$ cat config.mk
export PLATFORM = sky130hd
export DESIGN_NAME = serial_frame_tx
export DESIGN_NICKNAME = d
export VERILOG_FILES = /design/src/rtl/serial_frame_pkg.sv /design/src/rtl/serial_frame_tx_bit_timer.sv /design/src/rtl/serial_frame_tx.sv
export SDC_FILE = /design/constraint.sdc
export NUM_CORES = 1
export LEC_CHECK = 0
export ABC_AREA = 1
export CORE_UTILIZATION = 35
export CTS_CLUSTER_DIAMETER = 60
export DETAILED_ROUTE_END_ITERATION = 10
export MAX_ROUTING_LAYER = met4
export PLACE_DENSITY_LB_ADDON = 0.05
export SYNTH_ARGS = -nofsm -noshare
export SYNTH_HDL_FRONTEND = slang
export SYNTH_HIERARCHICAL = 1
export SYNTH_SLANG_ARGS = --single-unit
$ cat constraint.sdc
create_clock -name clk -period 3.21 [get_ports clk]
set_input_delay 0.963 -clock clk [delete_from_list [all_inputs] [get_ports clk]]
set_output_delay 0.963 -clock clk [all_outputs]
set_load 0.05 [all_outputs]
$ cat src/rtl/serial_frame_pkg.sv
// Shared types and constants for the serial frame transmitter.
//   tx_state_t : frame FSM states (IDLE -> START -> DATA -> STOP -> IDLE)
//   LINE_IDLE / START_LVL / STOP_LVL : line levels for idle, start and stop bits
//   cnt_width  : counter width able to hold 0..n-1, never narrower than 1 bit
package serial_frame_pkg;

  typedef enum logic [1:0] {
    IDLE  = 2'd0,
    START = 2'd1,
    DATA  = 2'd2,
    STOP  = 2'd3
  } tx_state_t;

  localparam logic LINE_IDLE = 1'b1;
  localparam logic START_LVL = 1'b0;
  localparam logic STOP_LVL  = 1'b1;

  function automatic int unsigned cnt_width(input int unsigned n);
    return (n > 1) ? $clog2(n) : 1;
  endfunction

endpackage

$ cat src/rtl/serial_frame_tx_bit_timer.sv
// Bit-period timer: counts 0..CLKS_PER_BIT-1 and pulses tick_o on the terminal
// count, marking the last cycle of the current bit.
//   clk     : clock, posedge
//   reset   : synchronous active-high reset, clears the count
//   clear_i : restart the count at 0 (asserted on frame accept)
//   tick_o  : high during the terminal-count cycle
module bit_timer
  import serial_frame_pkg::*;
#(
  parameter int CLKS_PER_BIT = 4
) (
  input  logic clk,
  input  logic reset,
  input  logic clear_i,
  output logic tick_o
);

  localparam int TW = cnt_width(CLKS_PER_BIT);
  localparam logic [TW-1:0] TERM = TW'(CLKS_PER_BIT - 1);

  logic [TW-1:0] cnt_q, cnt_d;

  // Free-runs outside a frame; the FSM ignores ticks in IDLE and the accept
  // clear lines the count up with the start bit.
  always_comb begin
    cnt_d = cnt_q;
    if (clear_i || (cnt_q == TERM)) begin
      cnt_d = '0;
    end else begin
      cnt_d = cnt_q + TW'(1);
    end
  end

  always_ff @(posedge clk) begin
    if (reset) begin
      cnt_q <= '0;
    end else begin
      cnt_q <= cnt_d;
    end
  end

  assign tick_o = (cnt_q == TERM);

endmodule

$ cat src/rtl/serial_frame_tx.sv
// Parallel-to-serial frame transmitter. A DATA_W word accepted on the
// valid/ready handshake goes out on tx_o as start bit (0), DATA_W data bits,
// stop bit (1), each bit held CLKS_PER_BIT cycles.
//
// Handshake: a word is accepted at a posedge where valid_i && ready_o; data_i
// is sampled only then. ready_o is high exactly while the FSM is IDLE, which
// includes the done_o cycle, so a held valid_i chains frames with a single
// idle-high cycle between stop and the next start bit.
//
//   clk     : clock, posedge
//   reset   : synchronous active-high reset
//   data_i  : word to send
//   valid_i : producer has a word
//   ready_o : block can accept (state IDLE)
//   tx_o    : registered serial line, idles high
//   busy_o  : frame on the line (state START..STOP)
//   done_o  : one-cycle pulse after the stop bit completes
module serial_frame_tx
  import serial_frame_pkg::*;
#(
  parameter int DATA_W       = 8,
  parameter int CLKS_PER_BIT = 4,
  parameter bit LSB_FIRST    = 1'b1
) (
  input  logic              clk,
  input  logic              reset,
  input  logic [DATA_W-1:0] data_i,
  input  logic              valid_i,
  output logic              ready_o,
  output logic              tx_o,
  output logic              busy_o,
  output logic              done_o
);

  localparam int BW = cnt_width(DATA_W + 1);
  localparam logic [BW-1:0] LAST_BIT = BW'(DATA_W - 1);

  tx_state_t         state_q, state_d;
  logic [DATA_W-1:0] shift_q, shift_d;
  logic [BW-1:0]     bit_cnt_q, bit_cnt_d;
  logic              tx_q, tx_d;
  logic              done_q, done_d;

  logic              accept;
  logic              tick;
  logic              next_bit;
  logic [DATA_W-1:0] shift_nxt;

  assign accept = valid_i && (state_q == IDLE);

  bit_timer #(
    .CLKS_PER_BIT(CLKS_PER_BIT)
  ) u_bit_timer (
    .clk     (clk),
    .reset   (reset),
    .clear_i (accept),
    .tick_o  (tick)
  );

  // The bit leaving the shift register next, and the register after it leaves.
  always_comb begin
    if (LSB_FIRST) begin
      next_bit  = shift_q[0];
      shift_nxt = shift_q >> 1;
    end else begin
      next_bit  = shift_q[DATA_W-1];
      shift_nxt = shift_q << 1;
    end
  end

  // tx_d is the level for the bit that starts after this edge, so tx_o
  // changes on the same edge as the state it belongs to.
  always_comb begin
    state_d   = state_q;
    shift_d   = shift_q;
    bit_cnt_d = bit_cnt_q;
    tx_d      = tx_q;
    done_d    = 1'b0;
    case (state_q)
      IDLE: begin
        tx_d = LINE_IDLE;
        if (valid_i) begin
          state_d   = START;
          shift_d   = data_i;
          bit_cnt_d = '0;
          tx_d      = START_LVL;
        end
      end
      START: begin
        if (tick) begin
          state_d   = DATA;
          tx_d      = next_bit;
          shift_d   = shift_nxt;
          bit_cnt_d = '0;
        end
      end
      DATA: begin
        // bit_cnt_q indexes the data bit currently on the line.
        if (tick) begin
          if (bit_cnt_q == LAST_BIT) begin
            state_d = STOP;
            tx_d    = STOP_LVL;
          end else begin
            tx_d      = next_bit;
            shift_d   = shift_nxt;
            bit_cnt_d = bit_cnt_q + BW'(1);
          end
        end
      end
      STOP: begin
        if (tick) begin
          state_d = IDLE;
          tx_d    = LINE_IDLE;
          done_d  = 1'b1;
        end
      end
      default: begin
        state_d = IDLE;
        tx_d    = LINE_IDLE;
      end
    endcase
  end

  always_ff @(posedge clk) begin
    if (reset) begin
      state_q   <= IDLE;
      shift_q   <= '0;
      bit_cnt_q <= '0;
      tx_q      <= LINE_IDLE;
      done_q    <= 1'b0;
    end else begin
      state_q   <= state_d;
      shift_q   <= shift_d;
      bit_cnt_q <= bit_cnt_d;
      tx_q      <= tx_d;
      done_q    <= done_d;
    end
  end

  assign ready_o = (state_q == IDLE);
  assign busy_o  = (state_q != IDLE);
  assign tx_o    = tx_q;
  assign done_o  = done_q;

endmodule

# [Word-level counts from Yosys, hierarchy flattened]
# Cells that the tools add are included.
# W data, S select, Z words.
[word_totals] register_bits=18 latch_bits=0 mem_bits_rw=0 romBits=0 in_bits=11 output_inout_bits=4 word_cells=53 mem_count=0
[classes] addsub=2 n_mul=0 n_div=0 magnitude_cmp=0 eq_ne=11 n_shift=0 muxes=23 n_bitwise=1 n_reduce_logical=10
[op_table] cell="$mux W8" n=4
[op_table] cell="$pmux W8 S3" n=1
[op_table] cell="$mux W4" n=4
[op_table] cell="$ne A2 B2 Y1 const B" n=6
[op_table] cell="$pmux W4 S3" n=1
[op_table] cell="$mux W2" n=5
[op_table] cell="$reduce_and A5 Y1" n=2
[op_table] cell="$pmux W2 S4" n=1
[op_table] cell="$eq A2 B2 Y1 const B" n=3
[op_table] cell="$mux W1" n=6
[op_table] cell="$add A4 B1 Y4 const B" n=1
[op_table] cell="$eq A4 B3 Y1 const B" n=1
[op_table] cell="$pmux W1 S4" n=1
[op_table] cell="$reduce_or A2 Y1" n=2
[op_table] cell="$reduce_and A3 Y1" n=1
[op_table] cell="$reduce_bool A3 Y1" n=1
[op_table] cell="$add A2 B1 Y2 const B" n=1
[op_table] cell="$eq A2 B1 Y1 const B" n=1
[op_table] cell="$logic_not A2 Y1" n=1
[op_table] cell="$reduce_bool A2 Y1" n=1
[op_table] cell="$logic_and A1 B1 Y1" n=1
[op_table] cell="$logic_or A1 B1 Y1" n=1
[op_table] cell="$not A1 Y1" n=1

# [Logic depth before layout (Yosys ltp)]
# Gate-level depths: netlist (run 1).
[depth] word_depth=4 depth_mapped=9

# [Hierarchy]
# The synthesis (run 1) kept the hierarchy.
[by_module_without_submodules] mod="serial_frame_tx" instances=1 cells_each=148 area_each_um2=992.2 seq_area_each_um2=320.3
[by_module_without_submodules] mod="bit_timer" instances=1 cells_each=9 area_each_um2=75.1 seq_area_each_um2=40.0

# [Least setup slack after synthesis (run 1)]
# No wires, ideal clock.
[synth_path] path_kind="reg-to-output" startpoint="register state_q[0]" endpoint="output port busy_o" arrival_ns=1.353 path_slack_ns=0.894 path_stages_with_launch=4 cell_sequence="dfxtp_1 inv_1 ha_1 inv_1"
[synth_between] elab_chain_cells=1
[synth_rtl] item="from (decl)" line_no="serial_frame_tx.sv:38" rtl="tx_state_t state_q, state_d;"
[synth_rtl] item="from (signal assigned)" line_no="serial_frame_tx.sv:132" rtl="state_q <= state_d;"
[synth_rtl] item="$reduce_bool A2 Y1" line_no="serial_frame_tx.sv:141" rtl="assign busy_o = (state_q != IDLE);"
[synth_rtl] item="to (decl)" line_no="serial_frame_tx.sv:31" rtl="output logic busy_o,"
# No other way between the ends.

# [Worst setup path after layout (run 1)]
# Ends and elaborated chain as after synthesis.

==> flow_metrics.env, run 1 <==
export IMPL_fin_worst_skew_ns=0.00999
export IMPL_hold_viol=0
export IMPL_p_comb_share_pct=62.5
export IMPL_overflow=0
export IMPL_busiest_layer="met2"
export IMPL_cts_hold_buf=0
export IMPL_clkSlewWorstSetupHoldPaths_ns=0.11
export IMPL_syn_mean_instance_area_sq_um=6.80
export IMPL_clock_path_buffers=2
export IMPL_cts_made_buffers=3
export IMPL_pin_count=15
export IMPL_maxSlewHeadroom_pct=67.1
export IMPL_grt_pass1_wl_um=3840
export IMPL_final_nets=191
export IMPL_gr_usage_met2_pct=25.2
export IMPL_grt_use_total_pct=15.7
export IMPL_coreArea_sq_um=2830
export IMPL_drtIter0Drc=38
export IMPL_layout_min_cycle_time_ns=2.87
export IMPL_tritoncts="built"
export IMPL_power_frac_seq_pct=26.7
export IMPL_yosys_register_bits=18
export IMPL_min_path_type="reg -> reg"
export IMPL_use_met3_pct=4.76
export IMPL_startpoint_type="flop"
export IMPL_drive_gt1_share_pct=7.60
export IMPL_worst_pin_slew_ns=0.493
export IMPL_finalPower_mw=1.29
export IMPL_root_buffer="clkbuf_4"
export IMPL_drtAntennaViolNets=0
export IMPL_start_util_pct=37.7
export IMPL_crit_path_end_kind="output pin"
export IMPL_gp_congestion=0.821
export IMPL_status="finished, final reports clean"
export IMPL_avgViaCountPerCell=4.72
export IMPL_wire_per_inst_um=11.0
export IMPL_p_sw_share_pct=50.1
export IMPL_power_switching_mw=0.648
export IMPL_grt_setup_unrepaired="no"
export IMPL_irDropWorstVdd_uv=539
export IMPL_critical_path_required_ns=2.25
export IMPL_setup_tns_ns=0
export IMPL_fp_dieArea_sq_um=3270
export IMPL_nFillCells=319
export IMPL_grtUsageMet1_pct=19.3
export IMPL_cp_max_fo=5
export IMPL_maxCapViolCount=0
export IMPL_synth_nets=176
export IMPL_ys_warn_count=6
export IMPL_dieWidth_um=57.2
export IMPL_clkLatencyLatePin_ns=0.30
export IMPL_drt_total_wl_um=2210
export IMPL_crit_type="reg -> out"
export IMPL_netlist_area_sq_um=1070
export IMPL_synthDistinctLibCells=21
export IMPL_pwr_density_cell_nw_per_um2=1030
export IMPL_grt_max_degree=14
export IMPL_dp_hpwl_um=1660
export IMPL_layout_commonest_cell="nand2_1"
export IMPL_cp_arrival_ns=1.91
export IMPL_area_delta_synth_final_pct=17.2
export IMPL_slew_viol_final=0
export IMPL_period_share_pct=89.4
export IMPL_leakage_nw=0.606
export IMPL_die_y_um=57.2
export IMPL_p_clk_share_pct=10.8
export IMPL_port_buffers=14
export IMPL_multi_input_area_sq_um=584
export IMPL_synth_cells=157
export IMPL_yosysSeqAreaShare_pct=33.8
export IMPL_rows=19
export IMPL_cts_repair_resized=0
export IMPL_max_freq_mhz=348
export IMPL_regArea_sq_um=360
export IMPL_drc_errors=0
export IMPL_layout_common_cells="35 x nand2_1, 28 x nor2_1, 23 x inv_1"
export IMPL_dr_total_vias=953
export IMPL_fin_area_sq_um=1250
export IMPL_antenna_found_initial=0
export IMPL_post_cts_buffers=0
export IMPL_first_pass_iters=4
export IMPL_internal_power_mw=0.646
export IMPL_placed_cell_area_sq_um=1210
export IMPL_grt_pass1_vias=892
export IMPL_finalSetupViolations=0
export IMPL_whs_ns=0.423
export IMPL_antennaDiodeCount=0
export IMPL_cts_sinks=18
export IMPL_cts_htree_levels=1
==> through the flow <==
step                instances  worst slack (ns)  util (%)
detailed placement        198             0.652      42.9
global route              202             0.206      44.2
floorplan                 157             0.894         -
global placement          198             0.686      42.9
CTS                       202             0.315      44.2
finish                    202             0.340      44.2
==> synthesized netlist by cell type <==
library cell  count  share of area, %
clkinv_2          1              0.47
buf_6             2               2.1
nand3_2           2               1.9
dfxtp_1          18                34
nor2_1           28               9.8
a21boi_0          7               4.9
a21oi_1           4               1.9
inv_1            23               8.1
o21bai_1          1              0.70
nor2_2            2               1.2
nand3b_1          1              0.70
nor2_4            1               1.1
ha_1              8               9.4
buf_2             1              0.47
nor3_1            1              0.47
nand3_1          11               5.2
clkbuf_1          1              0.35
nand2_1          35                12
nand4_1           2               1.2
o21ai_0           5               2.3
nand2_2           3               1.8
==> power groups by stage <==
stage	clock, mW	combinational (mW)	sequential, mW
3_5_place_dp	0	0.818	0.351
2_1_floorplan	0	0.630	0.366
3_3_place_gp	0	0.804	0.348
4_1_cts	0.149	0.819	0.346
5_1_grt	0.156	0.921	0.355
6_report	0.139	0.809	0.346
==> logic make-up (layout without fill, tap and decap cells) <==
family,count (synthesis),after routing,synth area share [%]
and+or+nand+nor,86,86,35.5
AOI/OAI and AO/OA,17,17,9.85
buffers and inverters,28,42,11.5
DFF,18,18,33.8
adders and majority gates,8,8,9.38
==> sequential cells by signal, summed over array words and instances (netlist names) <==
name and flops:
shift_q 8, bit_cnt_q 4, state_q 2, u_bit_timer/cnt_q 2, done_o 1, tx_o 1
==> worst paths after layout <==
check	startpoint	end	slack, ns	cells past startpoint
setup / recovery	state_q[0]	busy_o	0.34	4
hold / removal	u_bit_timer/cnt_q[0]	u_bit_timer/cnt_q[0]	0.42	1
setup reg to reg	state_q[0]	shift_q[4]	1.39	9
hold reg to reg	u_bit_timer/cnt_q[0]	u_bit_timer/cnt_q[0]	0.42	1
==> layer usage <==
layer	vias up	wire [um]
met1	429	1120
met2	9	1020
met3	2	55
li1	513	-
met4	0	18
met5	-	0
==> layout make-up <==
class | count | share of cell area [%]
multi-input cells | 111 | 46.7
flip-flops and latches | 18 | 28.8
repair buffers | 14 | 11.2
inverters | 24 | 7.30
well taps | 31 | 3.10
clock buffers | 4 | 2.90
==> worst max-delay path, stage by stage (launching register included) <==
cell and delay (ns):
dfxtp_1 0.40, inv_1 0.11, ha_1 0.26, inv_1 0.07
clkdlybuf4s50_1 0.79
Note: power is estimated with default switching activity, not from simulation.
==> run 2, diff against run 1 <==
Settings changed: SLEW_MARGIN set to 0.
==> results of run 2 <==
The final DEF is identical to that of run 1; final timing and power are the same.
